### config.mk
export PLATFORM = sky130hd
export DESIGN_NAME = reg_write_arbiter
export DESIGN_NICKNAME = d
export VERILOG_FILES = /design/src/rtl/reg_write_arbiter_pkg.sv /design/src/rtl/addr_decoder.sv /design/src/rtl/reg_write_arbiter.sv
export SDC_FILE = /design/constraint.sdc
export NUM_CORES = 1
export LEC_CHECK = 0
export CAP_MARGIN = 10
export CORE_ASPECT_RATIO = 1.75
export CORE_MARGIN = 1
export CORE_UTILIZATION = 42
export CTS_CLUSTER_DIAMETER = 200
export DETAILED_ROUTE_END_ITERATION = 16
export HOLD_SLACK_MARGIN = 0.02
export PLACE_DENSITY = 0.82
export SLEW_MARGIN = 20
export SYNTH_ARGS = -nofsm -noshare
export SYNTH_HDL_FRONTEND = slang
export SYNTH_HIERARCHICAL = 1
export SYNTH_SLANG_ARGS = --single-unit
### constraint.sdc
create_clock -name clock -period 4 [get_ports clock]
set_input_delay 1 -clock clock [delete_from_list [all_inputs] [get_ports clock]]
set_output_delay 1 -clock clock [all_outputs]
set_load 0.03 [all_outputs]
### src/rtl/reg_write_arbiter_pkg.sv
// Shared register-bank definitions: data width, address width and bank size.
// Latency: n/a (constants only).
// Backpressure: n/a.
package reg_write_arbiter_pkg;

    localparam int REG_DATA_W = 16;
    localparam int REG_ADDR_W = 3;
    localparam int REG_NREG   = 1 << REG_ADDR_W;

endpackage

### src/rtl/addr_decoder.sv
// Address to one-hot write-enable decoder for the register bank.
// Latency: combinational, zero cycles.
// Backpressure: none; onehot is all-zero whenever en is low.
// Ports: en (decode enable), addr (register index), onehot (NREG enables).
module addr_decoder
    import reg_write_arbiter_pkg::*;
#(
    parameter int  ADDR_W = REG_ADDR_W,
    localparam int NREG   = 1 << ADDR_W
) (
    input  logic              en,
    input  logic [ADDR_W-1:0] addr,
    output logic [NREG-1:0]   onehot
);

    always_comb begin
        onehot = '0;
        if (en) begin
            onehot[addr] = 1'b1;
        end
    end

endmodule

### src/rtl/reg_write_arbiter.sv
// Two-requester round-robin arbiter driving one write port of a register bank.
// Latency: one cycle from the sampling edge to gnt/wr_en/wr_data.
// Backpressure: hold freezes grants; requesters keep req high until their gnt pulse.
// Ports: clock/reset (sync, active-high); req/addr/data per requester; hold;
//        gnt0/gnt1 grant pulses; wr_en one-hot bank enables; wr_data; wr_count.
module reg_write_arbiter
    import reg_write_arbiter_pkg::*;
#(
    parameter int  DATA_W = REG_DATA_W,
    parameter int  ADDR_W = REG_ADDR_W,
    localparam int NREG   = 1 << ADDR_W
) (
    input  logic              clock,
    input  logic              reset,
    input  logic              req0,
    input  logic [ADDR_W-1:0] addr0,
    input  logic [DATA_W-1:0] data0,
    input  logic              req1,
    input  logic [ADDR_W-1:0] addr1,
    input  logic [DATA_W-1:0] data1,
    input  logic              hold,
    output logic              gnt0,
    output logic              gnt1,
    output logic [NREG-1:0]   wr_en,
    output logic [DATA_W-1:0] wr_data,
    output logic [7:0]        wr_count
);

    // last = 1 means requester 1 was granted most recently, so requester 0
    // wins the next contention.
    logic              last;
    logic              elig0;
    logic              elig1;
    logic              pick0;
    logic              pick1;
    logic              any_pick;
    logic [ADDR_W-1:0] sel_addr;
    logic [DATA_W-1:0] sel_data;
    logic [NREG-1:0]   dec_onehot;

    // A requester whose grant pulse is currently on the outputs is still
    // holding req (it only sees gnt this cycle), so it must sit out this edge.
    assign elig0    = req0 & ~gnt0 & ~hold;
    assign elig1    = req1 & ~gnt1 & ~hold;
    assign pick0    = elig0 & (~elig1 | last);
    assign pick1    = elig1 & ~pick0;
    assign any_pick = pick0 | pick1;
    assign sel_addr = pick1 ? addr1 : addr0;

    always_comb begin
        sel_data = '0;
        if (pick0) begin
            sel_data = data0;
        end else if (pick1) begin
            sel_data = data1;
        end
    end

    addr_decoder #(
        .ADDR_W (ADDR_W)
    ) u_addr_decoder (
        .en     (any_pick),
        .addr   (sel_addr),
        .onehot (dec_onehot)
    );

    always_ff @(posedge clock) begin
        if (reset) begin
            gnt0     <= 1'b0;
            gnt1     <= 1'b0;
            wr_en    <= '0;
            wr_data  <= '0;
            wr_count <= 8'd0;
            last     <= 1'b1;
        end else begin
            gnt0    <= pick0;
            gnt1    <= pick1;
            wr_en   <= dec_onehot;
            wr_data <= sel_data;
            if (any_pick) begin
                wr_count <= wr_count + 8'd1;
                last     <= pick1;
            end
        end
    end

endmodule

==> flow_summary.toml <==
[detailed_routing]
drcViolationCount = 0
firstDrtPassIters = 5
ant_nets = 0
drt_wl_total_um = 3790
drt-wirelength-per-cell_um = 14.6
first_iter_violations = 27
num_vias = 1300
vias_per_cell = 5.00

[die]
core-area_sq_um = 3360
rows = 28
io_pins = 77
die-width_um = 46.7
dieArea_sq_um = 3750
start_util = 0.437
die_y_um = 80.3

[global_route]
antenna_found_initial = 0
grt_max_degree = 20
use_met1 = 0.217
grt_pass1_vias = 1289
grt_pass1_wl_um = 5910
met3_usage = 0.0607
use_met2 = 0.400
grt_overflow = 0
grt_busiest_layer = "met2"
grt_usage = 0.221

[critical_path]
cp-start-kind = "input port"
crit_path_start = "req0"
cp.arrival_ns = 2.88
cp.required_ns = 4.14
r2r_start = "gnt0$_SDFF_PP0_"
worstSetupPathType = "input port to register"
crit_fanout = 8
critPathCaptureType = "register"

[cells_and_area]
drive_gt1_frac = 0.121
fin_nets = 258
antenna_cells = 0
nFillCells = 280
area_delta_synth_final_pct = 59.4
final_area_sq_um = 2340
final_core_util = 0.697

[cts]
cts_root_buf = "clkbuf_8"
clk_path_buf_depth = 2
cts_buffers = 5
cts_htree_levels = 2
post_cts_buffers = 0
post_cts_resized = 0
path_clk_slew_ns = 0.06
cts.hold.buffers_added = 0
clock-sinks = 35
cts_tree = "done"
insertion_delay_ns = 0.28

[pwr]
finalPower_uw = 752
p_leak_nw = 0.856
ir_drop_uv = 301
p_per_area_nw_per_um2 = 321

[placement]
dp_hpwl_um = 2870
gp_congestion = 0.766
dpl_cell_area_sq_um = 2260
port_buffers = 76

[sta]
fmax_mhz = 365
min_period_ns = 2.74
max-slew-margin-rel = 0.525
worst_slew_pin_slew_ns = 0.710
setup_viol = 0
timing.setup.tns_ns = 0
fin_skew_ns = 0.00540
finalHoldViolCount = 0
finalCritPeriodShare = 0.686
maxSlewViolCount = 0
rsz0062_at_grt = "false"

[synth]
syn_area_sq_um = 1470
synth_ff_type = "dfxtp_1"
syn_nets = 180
synth_edf_count = 0
netlist_instances = 136
avgSynthCellArea_sq_um = 10.8
ys_async_sr_fraction = 0
synth-warning-count = 6
synthTopCellsByArea = "dfxtp_1, a22oi_1, nor2_1, a2111oi_4, nor2b_1"
yosys.area.top_type = "dfxtp_1"
ys_types = 36
synth-seq-cells = 35
yosysTopAreaCellShare = 0.476
ys_seq_area_frac = 0.476
yosysMostFrequentCell = "dfxtp_1"
yosys-top-cells-count = "dfxtp_1, nor2_1, a22oi_1"

[hold_path]
min-delay-start = "wr_count[7]$_SDFFE_PP0P_"
min_path_type = "register to register"

[job]
cap_viol_max_count = 0

[run_status]
status = "finished, final reports clean"
[metal layers]
metal  part of all wire  up-vias  routed length, um
met4              0.015        0                 58
met2               0.56       50               2110
met1               0.36      605               1380
met3              0.065        6                248
met5                  0        -                  0
li1                   -      639                  -
[worst max-delay path, stage by stage]
cell             delay, ns
clkdlybuf4s50_1       0.45
and2b_1               0.23
a211oi_2              0.38
mux2_2                0.45
and4b_2               0.25
nor2b_1               0.12
[report_power, final]
group | switching (mW) | internal, mW
Sequential | 0.00606 | 0.361
Clock | 0.115 | 0.122
Combinational | 0.0701 | 0.0782
[cell families after synthesis]
logic type	Yosys count	share of synthesized area
xor gates and xnor gates	7	0.0417
DFF	35	0.476
adders and majority gates	1	0.00850
and+or+nand+nor	52	0.236
buffers and inverters	10	0.0349
AOI/OAI and AO/OA	27	0.173
muxes	4	0.0298
[flip-flops by register name, indices dropped and copies added, names as in the netlist]
register,flops
wr_en,8
last,1
gnt0,1
wr_data,16
wr_count,8
gnt1,1
[cells in the final DEF (no fill, tap or decap), types with 2 or more instances in the layout]
cell,Yosys,routed
a2111oi_4,2,2
a21oi_1,2,2
a22oi_1,16,16
and2_1,2,2
and4_2,2,2
and4b_2,2,2
and4bb_1,2,2
buf_4,1,2
clkbuf_1,3,2
clkbuf_8,0,5
clkdlybuf4s50_1,0,76
dfxtp_1,35,35
inv_1,3,3
mux2_2,3,3
nand2_1,2,2
nand2b_4,3,3
nor2_1,24,24
nor2b_1,8,8
xnor2_1,5,5
xor2_1,2,2
[final timing paths]
kind,endpoint,slack [ns],cells after the start
hold reg to reg,wr_count[7]$_SDFFE_PP0P_,0.52,2
hold / removal,wr_count[7]$_SDFFE_PP0P_,0.52,2
setup reg to reg,wr_en[3]$_SDFF_PP0_,2.09,5
setup / recovery,wr_en[3]$_SDFF_PP0_,1.26,6
[cell type report]
cell class                 instances  area (sq um)  share of cell area
clock buffer                       7          76.3              0.0326
clock inverter                     1          5.00             0.00213
inverter                           3          11.3             0.00480
multi-input combinational         91           719               0.307
sequential                        35           701               0.299
tap                               45          56.3              0.0240
timing repair buffer              78           776               0.331
[stage by stage]
step                      setup slack, ns  hold WS (ns)  std cells
after global placement               1.03         0.499        252
final                                1.26         0.524        260
after detailed placement            0.977         0.517        252
after floorplan                      1.57         0.534        136
after CTS                            1.27         0.532        260
after global routing                 1.17         0.577        260
(Power assumes the default switching activity.)
